### config.mk
export PLATFORM = sky130hd
export DESIGN_NAME = seq_serializer
export DESIGN_NICKNAME = d
export VERILOG_FILES = /design/src/rtl/seq_det_pkg.sv /design/src/rtl/seq_ser_fifo.sv /design/src/rtl/seq_serializer.sv
export SDC_FILE = /design/constraint.sdc
export NUM_CORES = 1
export LEC_CHECK = 0
export ABC_AREA = 1
export BUFFER_PORTS_ARGS = -buffer_cell sky130_fd_sc_hd__buf_2
export CAP_MARGIN = 15
export CORE_ASPECT_RATIO = 0.5
export CORE_MARGIN = 10
export CORE_UTILIZATION = 35
export DETAILED_ROUTE_END_ITERATION = 7
export SETUP_SLACK_MARGIN = 0.2
export SYNTH_ARGS = -nofsm -noshare
export SYNTH_HDL_FRONTEND = slang
export SYNTH_SLANG_ARGS = --single-unit
### constraint.sdc
create_clock -name clk -period 4.4 [get_ports clk]
set_input_delay 0.44 -clock clk [delete_from_list [all_inputs] [get_ports clk]]
set_output_delay 0.44 -clock clk [all_outputs]
set_load 0.03 [all_outputs]
### src/rtl/seq_det_pkg.sv
// Shared types and sizing helpers for the sequence detector and its serializer feeder.
package seq_det_pkg;

    typedef enum logic [0:0] {
        IDLE,
        SHIFT
    } ser_state_e;

    localparam int unsigned SEQ_WORD_W     = 8;
    localparam int unsigned SEQ_FIFO_DEPTH = 4;

    // Width of a down-counter that must hold n-1.
    function automatic int unsigned cnt_w(input int unsigned n);
        return (n > 1) ? int'($clog2(n)) : 1;
    endfunction

    // Width of an occupancy counter that must hold 0..depth inclusive.
    function automatic int unsigned lvl_w(input int unsigned depth);
        return int'($clog2(depth)) + 1;
    endfunction

endpackage

### src/rtl/seq_ser_fifo.sv
// Synchronous word FIFO for the serializer; power-of-2 depth with masked pointer wrap.
module seq_ser_fifo
    import seq_det_pkg::*;
#(
    parameter int unsigned WIDTH = SEQ_WORD_W,
    parameter int unsigned DEPTH = SEQ_FIFO_DEPTH
) (
    input  logic                     clk,
    input  logic                     rst,
    input  logic                     push,
    input  logic [WIDTH-1:0]         push_data,
    input  logic                     pop,
    output logic [WIDTH-1:0]         head,
    output logic                     full,
    output logic                     empty,
    output logic [$clog2(DEPTH):0]   level
);

    localparam int unsigned PTR_W = $clog2(DEPTH);
    localparam int unsigned LVL_W = lvl_w(DEPTH);
    localparam logic [PTR_W-1:0] PTR_MASK = PTR_W'(DEPTH - 1);

    logic [WIDTH-1:0] mem [DEPTH];
    logic [PTR_W-1:0] wr_ptr_q, rd_ptr_q;
    logic [LVL_W-1:0] level_q;

    always_ff @(posedge clk) begin
        if (rst) begin
            wr_ptr_q <= '0;
            rd_ptr_q <= '0;
            level_q  <= '0;
        end else begin
            if (push) wr_ptr_q <= (wr_ptr_q + PTR_W'(1)) & PTR_MASK;
            if (pop)  rd_ptr_q <= (rd_ptr_q + PTR_W'(1)) & PTR_MASK;
            if (push && !pop) begin
                level_q <= level_q + LVL_W'(1);
            end else if (pop && !push) begin
                level_q <= level_q - LVL_W'(1);
            end
        end
    end

    // Storage needs no reset; occupancy alone defines which entries are live.
    always_ff @(posedge clk) begin
        if (push) mem[wr_ptr_q] <= push_data;
    end

    assign head  = mem[rd_ptr_q];
    assign full  = (level_q == LVL_W'(DEPTH));
    assign empty = (level_q == '0);
    assign level = level_q;

endmodule

### src/rtl/seq_serializer.sv
// Word-to-bit serializer feeding the sequence detector; back-to-back words, no gap bits.
// Define SEQ_SER_LSB_FIRST_EN to shift words LSB-first (default MSB-first).
module seq_serializer
    import seq_det_pkg::*;
#(
    parameter int unsigned WORD_W     = SEQ_WORD_W,
    parameter int unsigned FIFO_DEPTH = SEQ_FIFO_DEPTH,
    parameter logic        IDLE_LEVEL = 1'b0
) (
    input  logic                          clk,
    input  logic                          rst,
    input  logic                          word_valid,
    output logic                          word_ready,
    input  logic [WORD_W-1:0]             word_data,
    output logic                          seq_out,
    output logic                          seq_valid,
    output logic                          busy,
    output logic [$clog2(FIFO_DEPTH):0]   level
);

    localparam int unsigned CNT_W = cnt_w(WORD_W);
    localparam int unsigned LVL_W = lvl_w(FIFO_DEPTH);

    ser_state_e        state_q, state_d;
    logic [WORD_W-1:0] shreg_q, shreg_d;
    logic [CNT_W-1:0]  bit_cnt_q, bit_cnt_d;
    logic              seq_out_q, seq_out_d;
    logic              seq_valid_q, seq_valid_d;

    logic              push, pop, load;
    logic              fifo_full, fifo_empty;
    logic [WORD_W-1:0] head;
    logic [LVL_W-1:0]  fifo_level;

    logic              load_bit, shift_bit;
    logic [WORD_W-1:0] load_shreg, shift_shreg;

    assign word_ready = !rst && !fifo_full;
    assign push       = word_valid && word_ready;

    seq_ser_fifo #(
        .WIDTH (WORD_W),
        .DEPTH (FIFO_DEPTH)
    ) u_fifo (
        .clk       (clk),
        .rst       (rst),
        .push      (push),
        .push_data (word_data),
        .pop       (pop),
        .head      (head),
        .full      (fifo_full),
        .empty     (fifo_empty),
        .level     (fifo_level)
    );

`ifdef SEQ_SER_LSB_FIRST_EN
    assign load_bit    = head[0];
    assign load_shreg  = {1'b0, head[WORD_W-1:1]};
    assign shift_bit   = shreg_q[0];
    assign shift_shreg = {1'b0, shreg_q[WORD_W-1:1]};
`else
    assign load_bit    = head[WORD_W-1];
    assign load_shreg  = {head[WORD_W-2:0], 1'b0};
    assign shift_bit   = shreg_q[WORD_W-1];
    assign shift_shreg = {shreg_q[WORD_W-2:0], 1'b0};
`endif

    always_comb begin
        state_d     = state_q;
        shreg_d     = shreg_q;
        bit_cnt_d   = bit_cnt_q;
        seq_out_d   = IDLE_LEVEL;
        seq_valid_d = 1'b0;
        pop         = 1'b0;
        load        = 1'b0;

        unique case (state_q)
            IDLE: begin
                if (!fifo_empty) load = 1'b1;
            end
            SHIFT: begin
                if (bit_cnt_q != '0) begin
                    seq_out_d   = shift_bit;
                    seq_valid_d = 1'b1;
                    shreg_d     = shift_shreg;
                    bit_cnt_d   = bit_cnt_q - CNT_W'(1);
                end else if (!fifo_empty) begin
                    // Last bit of a word is on the wire: chain the next one with no gap.
                    load = 1'b1;
                end else begin
                    state_d = IDLE;
                end
            end
            default: state_d = IDLE;
        endcase

        if (load) begin
            pop         = 1'b1;
            seq_out_d   = load_bit;
            seq_valid_d = 1'b1;
            shreg_d     = load_shreg;
            bit_cnt_d   = CNT_W'(WORD_W - 1);
            state_d     = SHIFT;
        end
    end

    always_ff @(posedge clk) begin
        if (rst) begin
            state_q     <= IDLE;
            shreg_q     <= '0;
            bit_cnt_q   <= '0;
            seq_out_q   <= IDLE_LEVEL;
            seq_valid_q <= 1'b0;
        end else begin
            state_q     <= state_d;
            shreg_q     <= shreg_d;
            bit_cnt_q   <= bit_cnt_d;
            seq_out_q   <= seq_out_d;
            seq_valid_q <= seq_valid_d;
        end
    end

    assign seq_out   = seq_out_q;
    assign seq_valid = seq_valid_q;
    assign busy      = (state_q == SHIFT) || (fifo_level != '0);
    assign level     = fifo_level;

endmodule
; ---- After elaboration in Yosys (flattened, before gate mapping)
; Memory sizes are Yosys's and may differ from the RTL's. A register that Yosys moved wholly into a read port is not among the register bits.
; Cells that the tools add are included.
[word_totals]
input_bits = 11
ramBits = 32
memories = 1
wordCells = 57
regBits = 20
out_inout_bits = 7
[mem_list]
columns = name, depth, word_bits, read_ports, rd_ports_with_merged_regs, write_ports, line
row1 = u_fifo.mem, 4, 8, 1, 1, 1, seq_ser_fifo.sv:23  ; logic [WIDTH-1:0] mem [DEPTH];
[op_classes]
eq_ne = 1
muxes = 25
reduce_logical = 16
n_bitwise = 1
n_addsub = 5
[op_table]
columns = op, count
row1 = $mux W8, 3
row2 = $mux W3, 5
row3 = $mux W1, 14
row4 = $reduce_bool A2 Y1, 3
row5 = $reduce_bool A3 Y1, 2
row6 = $sub A3 B1 Y3 const B, 2
row7 = $add A2 B1 Y2 const B, 2
row8 = $logic_and A1 B1 Y1, 4
row9 = $logic_not A1 Y1, 4
row10 = $mux W2, 2
row11 = $add A3 B1 Y3 const B, 1
row12 = $eq A3 B3 Y1 const B, 1
row13 = $logic_not A3 Y1, 1
row14 = $pmux W1 S2, 1
row15 = $reduce_and A2 Y1, 1
row16 = $logic_or A1 B1 Y1, 1
row17 = $not A1 Y1, 1

; ---- Depth between registers and ports, before layout
[logic_depth]
word_depth = 8
ltp_mapped = 13
ltp_nobuf = 13

; ---- Hierarchy
; From an unflattened synthesis, not the netlist that was laid out.
[unflattened]
cells_unflattened = 223
area_unflattened_um2 = 2257.2
[modules_own_cells]
columns = mod, seq_area_each_um2, cells_per_inst, n_inst, area_per_inst_um2
row1 = seq_ser_fifo, 1141.1, 134, 1, 1639.1
row2 = seq_serializer, 260.2, 89, 1, 618.1

; ---- Worst setup path after synthesis
; No wires, ideal clock.
[synth_timing]
path_type = register -> register
startpoint = register u_fifo.level_q[1] (netlist: u_fifo.level[1])
endpoint = register u_fifo.level_q[2] (netlist: u_fifo.level[2])
n_path_buf = 0
period_less_slack_ps = 1955
slack_ps = 2445
required_ps = 4281
setup_ps = 119
arrival_ps = 1836
stages_incl_launch_ff = 12
path_cell_list = dfxtp_1 > inv_2 > nand3_1 > nand3_2 > inv_1 > ha_1 > inv_1 > fa_1 > nand2_1 > nand2_1 > o21ai_0 > a21oi_1
[synth_between]
elab_cells_between_ends = 18
classes_between = add/sub: 2 / eq/ne: 1 / mux: 6 / reduce/logical: 9
[synth_lines]
columns = element, line
row1 = from (decl), seq_ser_fifo.sv:25  ; logic [LVL_W-1:0] level_q;
row2 = from (signal assigned), seq_ser_fifo.sv:36  ; level_q <= level_q + LVL_W'(1);
row3 = from (signal assigned), seq_ser_fifo.sv:38  ; level_q <= level_q - LVL_W'(1);
row4 = $eq A3 B3 Y1 (*), seq_ser_fifo.sv:49  ; assign full = (level_q == LVL_W'(DEPTH));
row5 = $logic_not A1 Y1 (*), seq_serializer.sv:38  ; assign word_ready = !rst && !fifo_full;
row6 = $logic_and A1 B1 Y1 (*), seq_serializer.sv:38
row7 = $logic_and A1 B1 Y1 (*), seq_serializer.sv:39  ; assign push = word_valid && word_ready;
row8 = named net push, seq_serializer.sv:30  ; logic push, pop, load;
row9 = $logic_not A1 Y1, seq_ser_fifo.sv:37  ; end else if (pop && !push) begin
row10 = $logic_and A1 B1 Y1, seq_ser_fifo.sv:37
row11 = $reduce_bool A2 Y1 (no line), -
; Mark *: on every way through the listed nets, which the timed path passes. The rest lies on a longest branch. The select of a mux whose other input is x is not followed.
; A chain may end at the register's enable or synchronous reset.

; ---- Worst setup path after layout
[layout_timing]
startpoint = register bit_cnt_q[0]
endpoint = register u_fifo.level_q[2] (netlist: u_fifo.level[2])
[layout_between]
elab_chain_cells = 7
elab_cells_between_ends = 9
classes_between = mux: 4 / reduce/logical: 5
[layout_rtl]
columns = element, line
row1 = from (decl), seq_serializer.sv:26  ; logic [CNT_W-1:0] bit_cnt_q, bit_cnt_d;
row2 = from (signal assigned), seq_serializer.sv:117  ; bit_cnt_q <= bit_cnt_d;
row3 = $reduce_bool A3 Y1 (*), seq_serializer.sv:82  ; if (bit_cnt_q != '0) begin
row4 = $mux W1 (*), seq_serializer.sv:82
row5 = $pmux W1 S2 (*), seq_serializer.sv:77  ; unique case (state_q)
row6 = $mux W1 (*), seq_serializer.sv:97  ; if (load) begin
row7 = $logic_not A1 Y1, seq_ser_fifo.sv:35  ; if (push && !pop) begin
row8 = $logic_and A1 B1 Y1, seq_ser_fifo.sv:35
row9 = $mux W3 / $reduce_bool A2 Y1 (equally long branches), -
; Every way passes the cells marked *; elsewhere a longest branch is shown, timed or not.

==> qor.csv <==
stage,metric,value,unit
run_status,outcome,"complete, no violations",
sta,skew,0.00385,ns
cts,post_cts_buffers,0,
setup_path,rrSetupSlack,2.34,ns
sta,fin_ws,2.34,ns
cts,post_cts_resized,0,
setup_path,required,4.58,ns
sta,tns,0,ns
sta,slew_headroom,0.483,
yosys,syn-mean-instance-area,9.57,um^2
finish,regArea,0.00140,mm^2
setup_path,reg2reg_from,bit_cnt_q[0]$_SDFFE_PP0P_,
drt,drt_first_iter_violations,69,
finish,diodes,0,
cts,clock-sinks,54,
setup_path,slowest_stage,fa_1,
setup_path,cp-endpoint,u_fifo.level[2]$_SDFFE_PP0P_,
yosys,synth-seq-area-share,0.590,
setup_path,startpoint,bit_cnt_q[0]$_SDFFE_PP0P_,
cts,cts.clk_slew.worst_paths,0.07,ns
setup_path,arrival,2.24,ns
sta,setup_viol,0,
sta,fin_crit_sh,0.469,
grt,grt_pass1_vias,1627,
sta,grt_setup_unrepaired,no,
drt,vias_per_cell,4.45,
finish,layout-drive-gt1-share,0.165,
cts,hold_buffers,0,
die,die_x,136,um
sta,fmax,484,MHz
die,ios,18,
setup_path,critPathMaxFanout,12,
grt,antenna_found_initial,0,
finish,final_nets,284,
die,rows,21,
finish,final_cell_mix,"nand2_1, inv_1, edfxtp_1, dfxtp_1, buf_2",
cts,h-tree-depth,2,
yosys,synthCells,248,
cts,clockBufferDepth,2,
drt,drt-wirelength-per-cell,12.1,um
cts,root_buffer,clkbuf_16,
placed_design,port_buffers,17,
placed_design,place.gp.congestion,0.711,
grt,grt_max_degree,19,
yosys,ys_warn_count,0,
setup_path,crit_path_frequent_cell,nand2_1,
drt,vias,1592,
placed_design,dpl_worst_slack,2.13,ns
sta,min_period,2.06,ns
setup_path,path_cells,inv_1 -> ha_1 -> nand2_1 -> nand2_2 -> nand2_4 -> ha_1 -> inv_1 -> fa_1 -> nand2_1 -> nand2_1 -> o21ai_0 -> a21oi_1,
power_and_ir_drop,ir_drop,226,uV
die,dieArea,0.0107,mm^2
finish,fillers,662,
finish,multi_input_area,761,um^2
grt,grt_usage,0.0840,
setup_path,slowest_delay,0.37,ns
setup_path,critical_path.startpoint_type,flip-flop,
drt,drc,0,
yosys,synth-seq-cells,54,
sta,worst_slew_pin_slew,0.773,ns
die,initial_core_util,0.358,
grt,grt-ovfl-total,0,
sta,hold_violations,0,
grt,grt_pass1_wl,7380,um
setup_path,r2r_cells,12,
min_path,hold-path-cell-count,1,
die,core_area,0.00662,mm^2
min_path,hold_class,input port to flip-flop,
cts,clock_latency,0.29,ns
finish,area_growth,13.2,%
power_and_ir_drop,power_density,653,mW/mm^2
drt,ant_nets,0,
finish,layout_commonest_cell,nand2_1,
sta,drv_slew,0,
cts,cts_tree,built,
yosys,synth_area,0.00237,mm^2
setup_path,path_class,flip-flop to flip-flop,
drt,drt_wl_total,4320,um
job,cap_viol_max_count,0,
yosys,ys_types,27,
setup_path,worst_setup_path_end_kind,flip-flop,
yosys,syn_nets,267,
drt,drt_first_pass_iters,4,
power_and_ir_drop,leakage,1.15,nW
die,fp.dieH,78.2,um
cts,numCtsBuffers,5,
placed_design,dpl.hpwl,3060,um
setup_path,regToRegEndpoint,u_fifo.level[2]$_SDFFE_PP0P_,
==> flip-flops by register name, indices dropped and copies added (netlist names), named ones only <==
register	flops
bit_cnt_q	3
u_fifo.rd_ptr_q	2
u_fifo.wr_ptr_q	2
shreg_q	7
u_fifo.mem	32
state_q	1
seq_out	1
u_fifo.level	3
seq_valid	1
==> kinds of logic (layout without fill, tap and decap cells) <==
logic type	count (synthesis)	in the layout	synth area share
compound gates	38	38	0.0907
xor+xnor	1	1	0.00369
fa+ha+maj	8	8	0.0453
buf+inv	46	64	0.0891
flops	54	54	0.590
simple gates	101	101	0.181
==> worst max-delay path, delay by kind of cell, from the launching register on <==
| family | cells | cell delay, ns |
|---|---|---|
| fa+ha+maj | 3 | 0.74 |
| simple gates | 5 | 0.53 |
| flops | 1 | 0.35 |
| compound gates | 2 | 0.20 |
| buf+inv | 2 | 0.13 |
==> Yosys cell counts (all sizes together) <==
cell | instances | share of area
xor2 | 1 | 0.0037
buf | 5 | 0.021
fa | 1 | 0.0084
ha | 7 | 0.037
nand2 | 73 | 0.12
inv | 38 | 0.062
o21ai | 16 | 0.034
dfxtp | 22 | 0.19
clkbuf | 2 | 0.0037
nand3 | 14 | 0.034
clkinv | 1 | 0.0021
o211ai | 2 | 0.0063
nor2 | 13 | 0.024
a21oi | 19 | 0.048
a31oi | 1 | 0.0026
edfxtp | 32 | 0.40
or2 | 1 | 0.0026
==> worst min-delay path by stage <==
stage | startpoint | endpoint | slack (ns)
2_1_floorplan | shreg_q[7]$_SDFFE_PP0P_ | seq_out$_SDFF_PP0_ | 0.44
3_3_place_gp | shreg_q[1]$_SDFFE_PP0P_ | shreg_q[1]$_SDFFE_PP0P_ | 0.47
3_5_place_dp | shreg_q[1]$_SDFFE_PP0P_ | shreg_q[1]$_SDFFE_PP0P_ | 0.47
4_1_cts | word_data[0] | u_fifo.mem[2][0]$_DFFE_PP_ | 0.36
5_1_grt | word_data[0] | u_fifo.mem[2][0]$_DFFE_PP_ | 0.36
6_report | word_data[0] | u_fifo.mem[2][0]$_DFFE_PP_ | 0.37
==> through the flow <==
stage | hold slack, ns | utilization | instance area, um^2 | std cells | total power, mW
final | 0.365 | 0.406 | 2690 | 358 | 1.75
after floorplan | 0.445 | - | 2370 | 248 | 1.20
after detailed placement | 0.471 | 0.380 | 2510 | 350 | 1.32
after global routing | 0.359 | 0.406 | 2690 | 358 | 1.89
after CTS | 0.360 | 0.406 | 2690 | 358 | 1.78
after global placement | 0.467 | 0.380 | 2510 | 350 | 1.30
==> layout make-up <==
type                       count  area share
clock buffer                   5      0.0466
sequential                    54       0.521
multi-input combinational    148       0.283
inverter                      39      0.0568
tap                           92      0.0428
clock inverter                 3      0.0177
timing repair buffer          17      0.0317
==> metal layers <==
metal	part of all wire	GRT usage	vias to the layer above
met3	0.023	0.0210	4
met4	0.0072	0.0254	0
met2	0.50	0.147	16
met1	0.47	0.0998	740
met5	0	0	-
li1	-	-	832
==> power by group <==
group	switching, mW	internal, mW	leakage [nW]	total [mW]
Combinational	0.392	0.195	0.589	0.587
Clock	0.175	0.271	0.0844	0.447
Sequential	0.0865	0.635	0.473	0.721
No activity file was read; power rests on OpenSTA's default activity.
